==> src/rtl/uart_tx_feeder_pkg.sv <==
// Shared definitions for the UART loopback feeder path.
// Latency: n/a (types and constants only).
// Backpressure: n/a.
//
// Holds the byte width, the default FIFO address width and the feeder FSM
// state encoding used by uart_tx_feeder and its interface.
package uart_tx_feeder_pkg;

   localparam int UART_DATA_W   = 8;
   localparam int FEEDER_ADDR_W = 4;

   typedef enum logic [1:0] {
      IDLE      = 2'd0,
      LAUNCH    = 2'd1,
      WAIT_DONE = 2'd2
   } feeder_state_e;

endpackage

==> src/rtl/uart_tx_feeder_if.sv <==
// Bundle of the receiver-side, transmitter-side and status signals of the feeder.
// Latency: n/a (wiring only).
// Backpressure: n/a; flow control is carried by i_Tx_Active / i_Tx_Done.
//
// Ports (slave = feeder view):
//   i_Rx_DV, i_Rx_Byte          received byte strobe and data
//   i_Tx_Active, i_Tx_Done      transmitter busy level and end-of-frame pulse
//   i_Clr_Ovf                   clears the sticky overflow flag
//   o_Tx_DV, o_Tx_Byte          single-cycle transmit request and its byte
//   o_Count, o_Empty, o_Full    FIFO occupancy status
//   o_Overflow                  sticky "a byte was dropped"
interface uart_tx_feeder_if
   import uart_tx_feeder_pkg::*;
#(
   parameter int DATA_W = UART_DATA_W,
   parameter int ADDR_W = FEEDER_ADDR_W
);

   logic              i_Rx_DV;
   logic [DATA_W-1:0] i_Rx_Byte;
   logic              i_Tx_Active;
   logic              i_Tx_Done;
   logic              i_Clr_Ovf;
   logic              o_Tx_DV;
   logic [DATA_W-1:0] o_Tx_Byte;
   logic [ADDR_W:0]   o_Count;
   logic              o_Empty;
   logic              o_Full;
   logic              o_Overflow;

   // The feeder itself.
   modport slave (
      input  i_Rx_DV, i_Rx_Byte, i_Tx_Active, i_Tx_Done, i_Clr_Ovf,
      output o_Tx_DV, o_Tx_Byte, o_Count, o_Empty, o_Full, o_Overflow
   );

   // The surrounding loopback top (receiver, transmitter, control).
   modport master (
      output i_Rx_DV, i_Rx_Byte, i_Tx_Active, i_Tx_Done, i_Clr_Ovf,
      input  o_Tx_DV, o_Tx_Byte, o_Count, o_Empty, o_Full, o_Overflow
   );

endinterface

==> src/rtl/uart_sync_fifo.sv <==
// Synchronous circular-buffer FIFO with occupancy counter.
// Latency: a pushed entry is visible at o_Head one edge after the push.
// Backpressure: push while full is refused (o_Push_Drop) unless a pop occurs on the same edge.
//
// Ports:
//   i_Clock, i_Rst_n      rising-edge clock, async active-low reset (pointers/count only)
//   i_Push, i_Push_Data   write request and data
//   i_Pop                 read request; caller guarantees the FIFO is not empty
//   o_Head                entry at the read pointer (combinational)
//   o_Count               occupancy 0..2**ADDR_W
//   o_Full, o_Empty       occupancy flags
//   o_Push_Drop           a push was refused on this edge
module uart_sync_fifo #(
   parameter int DATA_W = 8,
   parameter int ADDR_W = 4
) (
   input  logic              i_Clock,
   input  logic              i_Rst_n,
   input  logic              i_Push,
   input  logic [DATA_W-1:0] i_Push_Data,
   input  logic              i_Pop,
   output logic [DATA_W-1:0] o_Head,
   output logic [ADDR_W:0]   o_Count,
   output logic              o_Full,
   output logic              o_Empty,
   output logic              o_Push_Drop
);

   localparam int              DEPTH   = 2 ** ADDR_W;
   localparam logic [ADDR_W:0] CNT_MAX = (ADDR_W + 1)'(DEPTH);
   localparam logic [ADDR_W:0] CNT_ONE = (ADDR_W + 1)'(1);
   localparam logic [ADDR_W-1:0] PTR_ONE = ADDR_W'(1);

   logic [DATA_W-1:0] mem_q [DEPTH];
   logic [ADDR_W-1:0] wr_ptr_q, wr_ptr_d;
   logic [ADDR_W-1:0] rd_ptr_q, rd_ptr_d;
   logic [ADDR_W:0]   count_q, count_d;
   logic              push_ok;

   assign o_Full  = (count_q == CNT_MAX);
   assign o_Empty = (count_q == '0);
   assign o_Count = count_q;
   assign o_Head  = mem_q[rd_ptr_q];

   // When full, a same-edge pop frees the slot the write pointer is aimed at;
   // the head is read out before the edge so the overwrite is safe.
   assign push_ok     = i_Push && (!o_Full || i_Pop);
   assign o_Push_Drop = i_Push && !push_ok;

   always_comb begin
      wr_ptr_d = wr_ptr_q;
      rd_ptr_d = rd_ptr_q;
      count_d  = count_q;
      if (push_ok) begin
         wr_ptr_d = wr_ptr_q + PTR_ONE;
      end
      if (i_Pop) begin
         rd_ptr_d = rd_ptr_q + PTR_ONE;
      end
      case ({push_ok, i_Pop})
         2'b10:   count_d = count_q + CNT_ONE;
         2'b01:   count_d = count_q - CNT_ONE;
         default: count_d = count_q;
      endcase
   end

   always_ff @(posedge i_Clock or negedge i_Rst_n) begin
      if (!i_Rst_n) begin
         wr_ptr_q <= '0;
         rd_ptr_q <= '0;
         count_q  <= '0;
      end else begin
         wr_ptr_q <= wr_ptr_d;
         rd_ptr_q <= rd_ptr_d;
         count_q  <= count_d;
      end
   end

   // Storage is deliberately left out of reset; the pointers define validity.
   always_ff @(posedge i_Clock) begin
      if (push_ok) begin
         mem_q[wr_ptr_q] <= i_Push_Data;
      end
   end

endmodule

==> src/rtl/uart_tx_feeder.sv <==
// Elastic byte buffer between UART RX and UART TX that launches one TX request per queued byte.
// Latency: byte pushed into an empty FIFO at edge N pops at N+1; o_Tx_DV is high from N+2 to N+3.
// Backpressure: none toward RX; bytes arriving while full (no same-edge pop) are dropped and flagged.
//
// Ports:
//   i_Clock, i_Rst_n   rising-edge clock, async active-low reset (flushes FIFO, aborts FSM)
//   bus (slave)        RX strobe/byte, TX active/done, overflow clear in;
//                      TX request/byte, occupancy, empty/full, sticky overflow out
module uart_tx_feeder
   import uart_tx_feeder_pkg::*;
#(
   parameter int DATA_W = UART_DATA_W,
   parameter int ADDR_W = FEEDER_ADDR_W
) (
   input  logic             i_Clock,
   input  logic             i_Rst_n,
   uart_tx_feeder_if.slave  bus
);

   feeder_state_e     state_q;
   logic              tx_dv_q;
   logic [DATA_W-1:0] tx_byte_q;
   logic              ovf_q, ovf_d;

   logic [DATA_W-1:0] fifo_head;
   logic [ADDR_W:0]   fifo_count;
   logic              fifo_full;
   logic              fifo_empty;
   logic              fifo_drop;
   logic              pop_w;

   // The head is taken only once the previous frame has finished and the
   // transmitter reports idle, so the FIFO is never popped while empty.
   assign pop_w = (state_q == IDLE) && !fifo_empty && !bus.i_Tx_Active;

   uart_sync_fifo #(
      .DATA_W (DATA_W),
      .ADDR_W (ADDR_W)
   ) u_fifo (
      .i_Clock     (i_Clock),
      .i_Rst_n     (i_Rst_n),
      .i_Push      (bus.i_Rx_DV),
      .i_Push_Data (bus.i_Rx_Byte),
      .i_Pop       (pop_w),
      .o_Head      (fifo_head),
      .o_Count     (fifo_count),
      .o_Full      (fifo_full),
      .o_Empty     (fifo_empty),
      .o_Push_Drop (fifo_drop)
   );

   // Launch FSM. The request register is loaded on the edge that leaves
   // LAUNCH, so the one-cycle o_Tx_DV pulse sits in the first WAIT_DONE
   // cycle; i_Tx_Done is only honoured from the edge after that.
   always_ff @(posedge i_Clock or negedge i_Rst_n) begin
      if (!i_Rst_n) begin
         state_q   <= IDLE;
         tx_dv_q   <= 1'b0;
         tx_byte_q <= '0;
      end else begin
         tx_dv_q <= 1'b0;
         case (state_q)
            IDLE: begin
               if (pop_w) begin
                  tx_byte_q <= fifo_head;
                  state_q   <= LAUNCH;
               end
            end
            LAUNCH: begin
               tx_dv_q <= 1'b1;
               state_q <= WAIT_DONE;
            end
            WAIT_DONE: begin
               if (bus.i_Tx_Done) begin
                  state_q <= IDLE;
               end
            end
            default: begin
               state_q <= IDLE;
            end
         endcase
      end
   end

   // A drop on the same edge as a clear wins, so no overflow event is lost.
   always_comb begin
      ovf_d = ovf_q;
      if (fifo_drop) begin
         ovf_d = 1'b1;
      end else if (bus.i_Clr_Ovf) begin
         ovf_d = 1'b0;
      end
   end

   always_ff @(posedge i_Clock or negedge i_Rst_n) begin
      if (!i_Rst_n) begin
         ovf_q <= 1'b0;
      end else begin
         ovf_q <= ovf_d;
      end
   end

   assign bus.o_Tx_DV    = tx_dv_q;
   assign bus.o_Tx_Byte  = tx_byte_q;
   assign bus.o_Count    = fifo_count;
   assign bus.o_Empty    = fifo_empty;
   assign bus.o_Full     = fifo_full;
   assign bus.o_Overflow = ovf_q;

endmodule

==> src/flat_wrapper.sv <==
// flat-port wrapper written by rule: the top's interface ports become plain ports
module uart_tx_feeder_flat import uart_tx_feeder_pkg::*;
#(
   parameter int DATA_W = UART_DATA_W,
   parameter int ADDR_W = FEEDER_ADDR_W
)
  (i_Clock, i_Rst_n, bus_i_Rx_DV, bus_i_Rx_Byte, bus_i_Tx_Active, bus_i_Tx_Done, bus_i_Clr_Ovf, bus_o_Tx_DV, bus_o_Tx_Byte, bus_o_Count, bus_o_Empty, bus_o_Full, bus_o_Overflow);
  uart_tx_feeder_if #(.DATA_W(DATA_W), .ADDR_W(ADDR_W)) bus_i ();
  input  logic i_Clock;
  input  logic i_Rst_n;
  input wire logic [$bits(bus_i.i_Rx_DV)-1:0] bus_i_Rx_DV;
  input wire logic [$bits(bus_i.i_Rx_Byte)-1:0] bus_i_Rx_Byte;
  input wire logic [$bits(bus_i.i_Tx_Active)-1:0] bus_i_Tx_Active;
  input wire logic [$bits(bus_i.i_Tx_Done)-1:0] bus_i_Tx_Done;
  input wire logic [$bits(bus_i.i_Clr_Ovf)-1:0] bus_i_Clr_Ovf;
  output wire logic [$bits(bus_i.o_Tx_DV)-1:0] bus_o_Tx_DV;
  output wire logic [$bits(bus_i.o_Tx_Byte)-1:0] bus_o_Tx_Byte;
  output wire logic [$bits(bus_i.o_Count)-1:0] bus_o_Count;
  output wire logic [$bits(bus_i.o_Empty)-1:0] bus_o_Empty;
  output wire logic [$bits(bus_i.o_Full)-1:0] bus_o_Full;
  output wire logic [$bits(bus_i.o_Overflow)-1:0] bus_o_Overflow;
  assign bus_i.i_Rx_DV = bus_i_Rx_DV;
  assign bus_i.i_Rx_Byte = bus_i_Rx_Byte;
  assign bus_i.i_Tx_Active = bus_i_Tx_Active;
  assign bus_i.i_Tx_Done = bus_i_Tx_Done;
  assign bus_i.i_Clr_Ovf = bus_i_Clr_Ovf;
  assign bus_o_Tx_DV = bus_i.o_Tx_DV;
  assign bus_o_Tx_Byte = bus_i.o_Tx_Byte;
  assign bus_o_Count = bus_i.o_Count;
  assign bus_o_Empty = bus_i.o_Empty;
  assign bus_o_Full = bus_i.o_Full;
  assign bus_o_Overflow = bus_i.o_Overflow;
  uart_tx_feeder #(.DATA_W(DATA_W), .ADDR_W(ADDR_W)) u_core (.i_Clock(i_Clock), .i_Rst_n(i_Rst_n), .bus(bus_i));
endmodule
==> config.mk <==
export PLATFORM = sky130hd
export DESIGN_NAME = uart_tx_feeder_flat
export DESIGN_NICKNAME = d
export VERILOG_FILES = /design/src/rtl/uart_tx_feeder_pkg.sv /design/src/rtl/uart_tx_feeder_if.sv /design/src/rtl/uart_sync_fifo.sv /design/src/rtl/uart_tx_feeder.sv /design/src/flat_wrapper.sv
export SDC_FILE = /design/constraint.sdc
export NUM_CORES = 1
export LEC_CHECK = 0
export BUFFER_PORTS_ARGS = -buffer_cell sky130_fd_sc_hd__buf_2
export CAP_MARGIN = 10
export CORE_MARGIN = 3
export CORE_UTILIZATION = 45
export CTS_BUF_LIST = sky130_fd_sc_hd__clkbuf_8
export CTS_CLUSTER_DIAMETER = 200
export DETAILED_ROUTE_END_ITERATION = 12
export PLACE_DENSITY_LB_ADDON = 0.08
export SLEW_MARGIN = 20
export SYNTH_ARGS = -nofsm -noshare
export SYNTH_HDL_FRONTEND = slang
export SYNTH_SLANG_ARGS = --single-unit
==> constraint.sdc <==
create_clock -name i_Clock -period 7.3 [get_ports i_Clock]
set_input_delay 1.825 -clock i_Clock [delete_from_list [all_inputs] [get_ports i_Clock]]
set_output_delay 1.825 -clock i_Clock [all_outputs]
set_load 0.005 [all_outputs]
* Word-level counts from Yosys, hierarchy flattened
Memory sizes are Yosys's and may differ from the RTL's. A register that Yosys moved wholly into a read port is not among the register bits. Cells that the tools add are included. W data, S select, Z words.
Word-level totals: bits in writable memories 128, input port bits 14, register bits after elaboration 17, memories kept 1, output and inout bits 17
Memories:
- u_core.u_fifo.mem_q | words 16, width 8, rd ports 1, clocked after memory_dff 1, wr ports 1, line uart_sync_fifo.sv:34 | logic [DATA_W-1:0] mem_q [DEPTH];
Cells by class: multiplexer cells 9, add/sub/neg operators 4, reduce and logical (&&, ||, !) cells 16, equal/unequal tests 7
Operator list (number):
- $pmux W5 S2 | 1
- $add A4 B1 Y4 const B | 2
- $pmux W2 S3 | 1
- $add A5 B1 Y5 const B | 1
- $eq A5 B5 Y1 const B | 1
- $logic_not A1 Y1 | 5
- $logic_not A5 Y1 | 1
- $mux W1 | 5
- $sub A5 B1 Y5 const B | 1
- $eq A2 B1 Y1 const B | 2
- $eq A2 B2 Y1 const B | 2
- $logic_and A1 B1 Y1 | 4
- $mux W2 | 2
- $ne A2 B2 Y1 const B | 2
- $reduce_and A2 Y1 | 2
- $reduce_bool A2 Y1 | 2
- $logic_not A2 Y1 | 1
- $logic_or A1 B1 Y1 | 1

* Longest topological paths before layout
Gate-level depths: netlist of run 1.
depth in word-level cells 9, depth in mapped cells 8, depth with buffers taken out 7

* Hierarchy
From an unflattened synthesis of run 1, not the netlist that was laid out.
Unflattened totals: cell total of the unflattened synthesis 323, area, all modules 6219.7 um^2
By module, submodules not included:
- uart_sync_fifo | cells an instance 296, seq. area each 4169.0 um^2, area an instance 5770.5 um^2, instances 1
- uart_tx_feeder | cells an instance 27, seq. area each 300.3 um^2, area an instance 449.2 um^2, instances 1

* Least setup slack after synthesis of run 1
No wires, ideal clock.
kind in2reg, from input bus_i_Tx_Active, to register u_core.u_fifo.count_q[4] (netlist: u_core.u_fifo.o_Count[4]), setup slack 3389 ps, path buffers 0, cell stages on the path 7, required time 7213 ps, data arrival time 3825 ps, path through or3_1 > a211oi_2 > ha_1 > a21o_1 > a21oi_1 > mux2_2 > o211ai_1
On the way: word-level cells in the longest chain between the ends 6, elaborated cells on any way between the ends 8
Ends and longest elaborated chain:
- from (decl) | line flat_wrapper.sv:13 | input wire logic [$bits(bus_i.i_Tx_Active)-1:0] bus_i_Tx_Active;
- $logic_not A1 Y1 (*) | line uart_tx_feeder.sv:34 | assign pop_w = (state_q == IDLE) && !fifo_empty && !bus.i_Tx_Active;
- $logic_and A1 B1 Y1 (*) | line uart_tx_feeder.sv:34
- $logic_or A1 B1 Y1 | line uart_sync_fifo.sv:47 | assign push_ok = i_Push && (!o_Full || i_Pop);
- $logic_and A1 B1 Y1 | line uart_sync_fifo.sv:47
- $eq A2 B1 Y1 or $eq A2 B2 Y1 (tied branches) | line uart_sync_fifo.sv:60 | case ({push_ok, i_Pop})
- $pmux W5 S2 or $reduce_bool A2 Y1 (tied branches)
- to (signal assigned) | line uart_sync_fifo.sv:75 | count_q <= count_d;
- to (decl) | line uart_sync_fifo.sv:37 | logic [ADDR_W:0] count_q, count_d;
Mark *: on every way between the ends. The rest lies on a longest branch, timed or not. A chain may end at the register's enable or synchronous reset.

* Final worst setup path of run 1
Ends and elaborated chain as after synthesis.

==> metrics.cfg, run 1 <==
[run_status]
status=completed

[global_routing]
grt_pass1_vias=3237
grt_usage_pct=16.5
grt_pass1_wl_um=18800
grt_max_degree=36
overflow=0
antenna_found_initial=0

[power_and_ir_drop]
p_leak_nw=2.49
worst_ir_drop_vdd_mv=0.188
power_per_cell_area_mw_per_mm2=383

[sta]
skew_ns=0.00915
finalSetupViolations=0
finalCriticalPeriod_ns=3.82
worst_slew_pin_slew_ns=0.797
period_share_pct=52.3
finalMaxSlewViolations=0
rsz0062_at_grt=no
fmax_mhz=262
finalSetupTns_ns=0
fin_hold_ws_ns=0.484
hold_violations=0
slew_headroom_pct=46.6

[floorplan]
dieArea_mm2=0.0154
core_area_mm2=0.0135
num_rows=42
start_util_pct=46.8
io_pins=31
fp.dieW_um=124
dieHeight_um=124

[worst_setup_path]
crit_type=input port to flip-flop
crit-reg2reg-launch=u_core.u_fifo.o_Count[0]
start_kind=input port
path_max_fanout=5
ff2ff_setup_slack_ns=4.57
r2r-end=u_core.u_fifo.o_Count[4]
worst_setup_path_end_kind=flip-flop
arrival_ns=4.19
cp.required_ns=7.67
r2r_cells=7

[clock_network]
post_cts_resize_count=0
numCtsBuffers=17
htree_levels=4
cts-root-buf=clkbuf_8
cts_tree=yes
insertion_delay_ns=0.45
ctsHoldBuffers=0
clockBufferDepth=2
path_clk_slew_ns=0.08
clock_sinks=153
post_cts_buffers=0

[yosys]
synth_warnings=0
synth_edf_count=128
ys_types=48
synthCells=328
synth-main-ff-cell=edfxtp_1
synth_fp_nets=351
synth_seq_cells=153
async_flop_share_pct=16.3
synth_seq_area_share_pct=71.1
avgSynthCellArea_um2=19.2
netlist_area_mm2=0.00629

[min_path]
min_path_cells=1
min_from=u_core.state_q[1]
holdPathEnd=u_core.bus.o_Tx_DV
hp-class=flip-flop to flip-flop

[placed_design]
globalplace.congestion=0.711
dp_hpwl_um=7450
port_buffers=30

[routing]
drc=0
totalWireLength_um=12000
vias=3037
viasPerCell=5.49
first_pass_iters=4
drt_iter0_markers=136
ant_nets=0
drt-wirelength-per-cell_um=21.7

[finish]
fin_nets=387
drive_gt1_share_pct=25.5
syn2layout_area_growth_pct=11.4
nFillCells=1138
diodes=0

[run]
cap_viol_max_count=0

[critical path, stage by stage]
cell      delay (ns)
buf_2           0.10
or3_1           0.47
a211oi_2        0.48
ha_1            0.36
a21o_1          0.18
a21oi_1         0.24
mux2_2          0.37
o211ai_1        0.16
[area by class of cell]
class	instances	area, um^2	share of cell area (%)
sequential	153	4470	63.8
multi-input combinational	148	1660	23.7
clock buffer	17	234	3.34
tap	176	220	3.14
clock inverter	15	206	2.95
timing repair buffer	33	173	2.46
inverter	11	41.3	0.589
[per-layer routing]
metal / global-route usage [%] / vias up / part of all wire, %
met2: 26.4 / 67 / 49
met1: 22.1 / 1577 / 45
met5: 0 / - / 0
met3: 3.95 / 16 / 3.7
li1: - / 1377 / -
met4: 6.32 / 0 / 1.7
[report_power, final]
group / leakage, nW / internal, W / switching (W)
registers: 1.46 / 0.00109 / 0.0000934
logic: 0.809 / 0.000381 / 0.000415
clock network: 0.220 / 0.000401 / 0.000305
total: 2.49 / 0.00187 / 0.000814
[Yosys cell counts (2+ instances only)]
library cell    n  area, um^2
a211o_1         8        70.1
nand4_1         2        12.5
inv_1          10        37.5
a22o_1          8        70.1
a31oi_2         2        25.0
o211ai_1        2        15.0
edfxtp_1      128        3840
mux4_1          9         236
nor2b_1         9        56.3
ha_1            8         100
mux4_2         23         518
nand2_1         9        33.8
and2_1         12        75.1
a21o_1          2        15.0
dfrtp_1        25         626
xnor2_1         8        70.1
clkbuf_1        4        15.0
a21oi_1        10        50.1
nor2_1          5        18.8
buf_6           2        22.5
buf_2           5        25.0
or3_1           2        12.5
mux2i_1         8        80.1
mux2_1          3        33.8
[registers in the layout, summed over array words and instances, names as in the netlist]
signal and cells:
u_core.u_fifo.mem_q 128, u_core.u_fifo.o_Count 5, u_core.u_fifo.rd_ptr_q 4, u_core.bus.o_Overflow 1
u_core.bus.o_Tx_DV 1, u_core.u_fifo.wr_ptr_q 4, u_core.bus.o_Tx_Byte 8, u_core.state_q 2
[cell families after synthesis]
group	count (synthesis)	synth area share, %
adders and majority gates	9	1.91
AOI/OAI and AO/OA	37	4.71
xor gates and xnor gates	9	1.25
and+or+nand+nor	49	4.58
muxes	44	14.0
DFF	153	71.1
buffers and inverters	27	2.51
[cell usage in the layout, fill, tap and decap left out, types with 2 or more instances in the layout]
cell type	instances
mux4_1	9
inv_1	10
ha_1	8
buf_2	30
a21o_1	2
or3_1	2
a21oi_1	10
mux2i_1	8
and2_1	12
nand4_1	2
nor2_1	5
bufinv_16	5
clkbuf_8	17
o211ai_1	2
clkinv_2	5
nand2_1	9
clkinv_1	2
nor2b_1	9
dfrtp_1	24
xnor2_1	8
mux4_2	23
a211o_1	8
buf_4	3
mux2_1	3
clkinvlp_4	2
a22o_1	8
a31oi_2	2
edfxtp_1	128
[how the worst max path moves through the flow]
stage,slack [ns],cells past startpoint,to,start
global route,3.36,8,u_core.u_fifo.o_Count[4],bus_i_Tx_Active
floorplan,3.39,7,u_core.u_fifo.o_Count[4],bus_i_Tx_Active
detailed placement,3.07,8,u_core.u_fifo.o_Count[4],bus_i_Tx_Active
CTS,3.52,8,u_core.u_fifo.o_Count[4],bus_i_Tx_Active
global placement,3.14,5,u_core.u_fifo.mem_q[4][5],bus_i_Tx_Active
finish,3.48,8,u_core.u_fifo.o_Count[4],bus_i_Tx_Active
[metrics by stage]
stage          utilization [%]  setup slack, ns  total power, W  instance area, um^2  instances
3_3_place_gp              48.8             3.14         0.00200                 6570        521
3_5_place_dp              48.8             3.07         0.00201                 6570        521
5_1_grt                   52.1             3.36         0.00283                 7010        553
4_1_cts                   52.1             3.52         0.00272                 7010        553
2_1_floorplan                -             3.39         0.00180                 6290        328
6_report                  52.1             3.48         0.00269                 7010        553
(Power assumes the default switching activity.)
==> run 2: changes to the inputs <==
==> constraint.sdc (replaced) <==
create_clock -name i_Clock -period 3.3 [get_ports i_Clock]
set_input_delay 0.825 -clock i_Clock [delete_from_list [all_inputs] [get_ports i_Clock]]
set_output_delay 0.825 -clock i_Clock [all_outputs]
set_load 0.005 [all_outputs]
==> run 2 against run 1 <==
  * Via count up 1.1%
  * Highest routed layer unchanged
  * Largest power group unchanged
  * Power up 120%
  * Global-route usage increased by 0.18 points
  * Critical path type is now flip-flop to flip-flop
  * First-iteration DRC count grew 25%
  * Combinational power increased by 110%
  * Sequential share of layout area shrank 0.75 points
  * Die area did not move
  * Sequential cell count unchanged
==> metrics.cfg, run 2 (synthesis results as in run 1) <==
[finish]
most-common-layout-cells=edfxtp_1 (128), buf_2 (30), dfrtp_1 (24), mux4_2 (23), clkbuf_8 (17)
fin_nets=396  ; +2.3%
nFillCells=1121  ; -1.5%
diodes=0  ; unchanged
drive_gt1_share_pct=27.5  ; +2.0 points
largest_reg_flops=128  ; unchanged
final_common_cell=edfxtp_1
syn2layout_area_growth_pct=12.8
regMostFlops=u_core.u_fifo.mem_q

[placed_design]
port_buffers=30  ; unchanged
preCtsSetupSlack_ns=0.342  ; -2.73 ns
dp_hpwl_um=7840  ; +5.3%
globalplace.congestion=0.732  ; +3.0%

[floorplan]
fp.dieW_um=124  ; unchanged
dieArea_mm2=0.0154  ; unchanged
io_pins=31  ; unchanged
num_rows=42  ; unchanged
core_area_mm2=0.0135  ; unchanged
dieHeight_um=124  ; unchanged
start_util_pct=46.8  ; unchanged

[routing]
ant_nets=0  ; unchanged
drt-wirelength-per-cell_um=21.3  ; -2.1%
vias=3070  ; +1.1%
drc=0  ; unchanged
viasPerCell=5.46  ; -0.53%
totalWireLength_um=12000  ; -0.51%
first_pass_iters=4  ; unchanged
drt_iter0_markers=170  ; +25%

[sta]
finalCriticalPeriod_ns=2.72
slew_headroom_pct=35.6  ; -11 points
period_share_pct=82.6
final.setup.worst_slack_ns=0.575  ; -2.91 ns
fmax_mhz=367
skew_ns=0.00777  ; -0.00138 ns
finalMaxSlewViolations=0  ; unchanged
finalSetupViolations=0  ; unchanged
rsz0062_at_grt=no
hold_violations=0  ; unchanged
fin_hold_ws_ns=0.372  ; -0.113 ns
worst_slew_pin_slew_ns=0.966  ; +0.168 ns
finalSetupTns_ns=0  ; unchanged

[worst_setup_path]
cpPeakStageDelay_ns=0.49  ; about the same
crit_type=flip-flop to flip-flop
cp_top_family=compound AO/OA/AOI/OAI gates
path_max_fanout=6  ; +1
crit_chain=nor4_2 -> a211oi_2 -> buf_4 -> fa_1 -> a21o_1 -> a21oi_1 -> mux2_2 -> o211ai_1
arrival_ns=3.10  ; -1.09 ns
crit_slowest_cell=nor4_2
start_kind=flip-flop
path_buf_inv=1  ; unchanged
worst_setup_path_end_kind=flip-flop
cp.required_ns=3.67  ; -4.00 ns

[clock_network]
cts_tree=yes
htree_levels=4  ; unchanged
post_cts_resize_count=0  ; unchanged
clockBufferDepth=2  ; unchanged
ctsHoldBuffers=0  ; unchanged
path_clk_slew_ns=0.08  ; about the same
cts-root-buf=clkbuf_8
clock_sinks=153  ; unchanged
post_cts_buffers=0  ; unchanged
numCtsBuffers=17  ; unchanged
insertion_delay_ns=0.45  ; about the same

[global_routing]
use_met1_pct=22.9  ; +0.85 points
grt_usage_pct=16.7  ; +0.18 points
grt_pass1_wl_um=19000  ; +1.1%
overflow=0  ; unchanged
grt_pass1_vias=3208  ; -0.90%
grt_use_met2_pct=25.5  ; -0.89 points
met3_usage_pct=4.94  ; +0.99 points
top_usage_layer=met2
antenna_found_initial=0  ; unchanged
grt_max_degree=26  ; -28%

[power_and_ir_drop]
power_per_cell_area_mw_per_mm2=840  ; +120%
worst_ir_drop_vdd_mv=0.305  ; +62%
p_leak_nw=2.54  ; +2.0%
swShare_pct=30.6  ; +0.30 points
p_switching_w=0.00182  ; +120%
p_int_w=0.00414  ; +120%
clkPwrFrac_pct=25.6  ; -0.7 points
combPwrFrac_pct=27.6  ; -2.0 points
seqPwrFrac_pct=46.8  ; +2.7 points

[min_path]
hp-class=input port to async pin

[run_status]
status=completed

[run]
cap_viol_max_count=0  ; unchanged

## run 2: per-layer routing
layer	up-vias	share of wire, %	wire (um)
met5	-	0	0
met3	14	4.7	567
met2	68	49	5840
met4	0	1.5	178
li1	1402	-	-
met1	1586	45	5370
## run 2: path summary, 6_finish.rpt
kind / from / endpoint / slack [ns] / depth (start not counted)
max: u_core.u_fifo.o_Count[0] / u_core.u_fifo.o_Count[4] / 0.58 / 8
min: i_Rst_n / u_core.u_fifo.o_Count[0] / 0.37 / 1
max reg2reg: u_core.u_fifo.o_Count[0] / u_core.u_fifo.o_Count[4] / 0.58 / 8
min reg2reg: u_core.state_q[1] / u_core.bus.o_Tx_DV / 0.49 / 1
max in group asynchronous: i_Rst_n / u_core.u_fifo.rd_ptr_q[0] / 2.49 / 1
min in group i_Clock: u_core.state_q[1] / u_core.bus.o_Tx_DV / 0.49 / 1
## run 2: power groups by stage
stage | Sequential [W] | Combinational, W | Clock (W)
floorplan | 0.00258 | 0.00140 | 0
global placement | 0.00283 | 0.00166 | 0
detailed placement | 0.00284 | 0.00168 | 0
CTS | 0.00280 | 0.00168 | 0.00156
global route | 0.00285 | 0.00181 | 0.00165
finish | 0.00279 | 0.00164 | 0.00153
## run 2: area by class of cell
type / count / area [um^2] / area share [%]
clock buffers: 17 / 234 / 3.30
repair buffers: 42 / 265 / 3.74
well taps: 176 / 220 / 3.11
multi-input cells: 148 / 1660 / 23.4
flip-flops and latches: 153 / 4470 / 63.0
clock inverters: 15 / 198 / 2.79
inverters: 11 / 41.3 / 0.582
## run 2: stage by stage
stage          cells  power [W]  cell area, um^2  util (%)
2_1_floorplan    328    0.00398             6290         -
3_3_place_gp     530    0.00449             6660      49.5
3_5_place_dp     530    0.00452             6660      49.5
4_1_cts          562    0.00605             7090      52.7
5_1_grt          562    0.00631             7090      52.7
6_report         562    0.00596             7090      52.7
==> run 3: changes to the inputs <==
--- a/config.mk
+++ b/config.mk
@@ -5,6 +5,7 @@
 export SDC_FILE = /design/constraint.sdc
 export NUM_CORES = 1
 export LEC_CHECK = 0
+export ABC_AREA = 1
 export BUFFER_PORTS_ARGS = -buffer_cell sky130_fd_sc_hd__buf_2
 export CAP_MARGIN = 10
 export CORE_MARGIN = 3
==> constraint.sdc (replaced) <==
create_clock -name i_Clock -period 2.76 [get_ports i_Clock]
set_input_delay 0.69 -clock i_Clock [delete_from_list [all_inputs] [get_ports i_Clock]]
set_output_delay 0.69 -clock i_Clock [all_outputs]
set_load 0.005 [all_outputs]
==> run 3 against run 2 <==
  * Clock-buffer cell count unchanged
  * Core utilization is 1.2 points lower
  * Critical endpoint unchanged
  * Sequential power is 12% higher
==> metrics.cfg, run 3 <==
[run_status]
status=completed

[yosys]
synth_seq_area_share_pct=65.6  ; -5.5 points
synth-main-ff-cell=edfxtp_1
synthTopCellsByCount=nand2_1 (220), edfxtp_1 (128), nand3_1 (87)
synth_top_area_cell=edfxtp_1
synth_warnings=0  ; unchanged
synthCells=643  ; +96%
synthTopCellsByArea=edfxtp_1 (56%), nand2_1 (12%), dfrtp_1 (9.2%), nand3_1 (6.4%), inv_1 (4.6%)
synth.top_cell.area_share_pct=56.4  ; -4.7 points
ys_types=32  ; -33%
synth_edf_count=128  ; unchanged
avgSynthCellArea_um2=10.6  ; -45%
netlist_area_mm2=0.00682  ; +8.4%
synth_fp_nets=666  ; +90%
synth_seq_cells=153  ; unchanged
async_flop_share_pct=16.3  ; unchanged
synth_most_common_cell=nand2_1

[routing]
ant_nets=0  ; unchanged
viasPerCell=4.95  ; -9.3%
vias=4369  ; +42%
totalWireLength_um=14800  ; +24%
drt_iter0_markers=361  ; +110%
drt-wirelength-per-cell_um=16.8  ; -21%
drc=0  ; unchanged
first_pass_iters=5  ; +1

[clock_network]
post_cts_resize_count=0  ; unchanged
numCtsBuffers=17  ; unchanged
clockBufferDepth=2  ; unchanged
htree_levels=4  ; unchanged
ctsHoldBuffers=0  ; unchanged
cts_tree=yes
cts-root-buf=clkbuf_8
clock_sinks=153  ; unchanged
path_clk_slew_ns=0.09  ; about the same
insertion_delay_ns=0.45  ; about the same
post_cts_buffers=0  ; unchanged

[worst_setup_path]
r2r_cells=13  ; +5
cp.required_ns=3.12  ; -0.55 ns
worst_setup_path_end_kind=flip-flop
path_max_fanout=14  ; +8
crit_type=flip-flop to flip-flop
arrival_ns=2.62  ; -0.48 ns
start_kind=flip-flop

[finish]
syn2layout_area_growth_pct=11.2
largest_reg_flops=128  ; unchanged
fin_nets=709  ; +79%
most-common-layout-cells=nand2_1 (220), edfxtp_1 (128), nand3_1 (87), inv_1 (85), buf_2 (30)
regMostFlops=u_core.u_fifo.mem_q
diodes=0  ; unchanged
drive_gt1_share_pct=13.9  ; -14 points
final_common_cell=nand2_1
nFillCells=1331  ; +19%

[sta]
period_share_pct=82.0  ; -0.61 points
fmax_mhz=442  ; +20%
finalSetupViolations=0  ; unchanged
slew_headroom_pct=56.2  ; +21 points
skew_ns=0.0124  ; +0.00460 ns
final.setup.worst_slack_ns=0.498  ; -0.0772 ns
finalMaxSlewViolations=0  ; unchanged
worst_slew_pin_slew_ns=0.657  ; -0.309 ns
hold_violations=0  ; unchanged
finalCriticalPeriod_ns=2.26  ; -0.463 ns
rsz0062_at_grt=no
finalSetupTns_ns=0  ; unchanged

[power_and_ir_drop]
p_int_w=0.00471  ; +14%
p_switching_w=0.00285  ; +56%
combPwrFrac_pct=34.9  ; +7.3 points
worst_ir_drop_vdd_mv=0.439  ; +44%
seqPwrFrac_pct=41.3  ; -5.5 points
clkPwrFrac_pct=23.8  ; -1.8 points
swShare_pct=37.7  ; +7.1 points
power_per_cell_area_mw_per_mm2=998  ; +19%
p_leak_nw=3.33  ; +31%

[placed_design]
port_buffers=30  ; unchanged
globalplace.congestion=0.813  ; +11%
dp_hpwl_um=9450  ; +21%
preCtsSetupSlack_ns=0.218  ; -0.125 ns

[floorplan]
start_util_pct=46.4  ; -0.39 points
num_rows=44  ; +4.8%
dieArea_mm2=0.0167  ; +7.9%
fp.dieW_um=129  ; +3.9%
io_pins=31  ; unchanged
dieHeight_um=129  ; +3.9%
core_area_mm2=0.0147  ; +9.3%

[global_routing]
grt_pass1_vias=4256  ; +33%
grt_max_degree=58  ; +120%
grt_pass1_wl_um=23500  ; +23%
overflow=0  ; unchanged
grt_usage_pct=19.0  ; +2.4 points
antenna_found_initial=0  ; unchanged

[min_path]
hp-class=input port to async pin

[run]
cap_viol_max_count=0  ; unchanged

## run 3: changes by cell type in the layout (fill, tap and decap cells not counted), moves of 9 or more
cell / change
mux4_1: -9
nor2b_1: -9
and2_1: -12
inv_1: +75
nand2_1: +211
buf_4: +9
nor2_1: +14
mux4_2: -23
nand3_1: +86
## run 3: power groups by stage
stage	combinational (W)	clock, W	sequential, W
floorplan	0.00203	0	0.00307
global placement	0.00262	0	0.00317
detailed placement	0.00266	0	0.00318
CTS	0.00267	0.00184	0.00313
global route	0.00297	0.00195	0.00317
finish	0.00264	0.00180	0.00313
## run 3: final cells by class
| cell class | instances | area (um^2) | share of cell area [%] |
|---|---|---|---|
| timing repair buffer | 51 | 333 | 4.39 |
| multi-input combinational | 373 | 1780 | 23.5 |
| clock buffer | 17 | 234 | 3.09 |
| clock inverter | 14 | 181 | 2.39 |
| sequential | 153 | 4470 | 59.0 |
| inverter | 90 | 345 | 4.56 |
| tap | 184 | 230 | 3.04 |
## run 3: logic make-up (layout without fill, tap and decap cells)
kind of cell | count (synthesis) | in the layout | synth area share, %
AO/OA/AOI/OAI | 17 | 17 | 1.80
XOR/XNOR | 9 | 9 | 1.27
adder cells (fa/ha/maj) | 9 | 9 | 1.76
buffers and inverters | 117 | 172 | 8.28
flip-flops | 153 | 153 | 65.6
AND/OR/NAND/NOR | 338 | 338 | 21.3
## run 3: critical path: stages, from the launching register on
cell and delay (ns):
dfrtp_1 0.47, nor2_2 0.21, nand3_2 0.14, nand2_4 0.10, clkinv_4 0.10, nand2_4 0.10
inv_1 0.10, ha_1 0.33, a21oi_1 0.25, nand3_1 0.12, nand2_2 0.09, nand3_1 0.06
nand2_1 0.07, inv_1 0.03
## run 3: per-layer routing
metal  track usage, %  wire length, um  vias up
met2             28.7             6680       99
met4             7.04              319        0
li1                 -                -     2167
met5                0                0        -
met1             27.5             7150     2080
met3             3.83              680       23
## run 3: path summary, 6_finish.rpt
check | slack, ns | from | to
worst max-delay path | 0.50 | u_core.u_fifo.o_Count[0] | u_core.u_fifo.o_Count[4]
worst min-delay path | 0.23 | i_Rst_n | u_core.u_fifo.o_Count[4]
worst max register to register | 0.50 | u_core.u_fifo.o_Count[0] | u_core.u_fifo.o_Count[4]
worst min register to register | 0.48 | u_core.bus.o_Tx_Byte[4] | u_core.bus.o_Tx_Byte[4]
max in group asynchronous | 2.12 | i_Rst_n | u_core.u_fifo.rd_ptr_q[0]
min in group i_Clock | 0.42 | bus_i_Tx_Done | u_core.state_q[1]
## run 3: metrics by stage
| stage | util, % | area (um^2) | hold WS [ns] | cells | power [W] |
|---|---|---|---|---|---|
| finish | 51.5 | 7580 | 0.229 | 882 | 0.00756 |
| global route | 51.5 | 7580 | 0.259 | 882 | 0.00810 |
| CTS | 51.5 | 7580 | 0.215 | 882 | 0.00763 |
| detailed placement | 48.7 | 7160 | 0.465 | 851 | 0.00584 |
| global placement | 48.7 | 7160 | 0.459 | 851 | 0.00579 |
| floorplan | - | 6820 | 0.394 | 643 | 0.00510 |
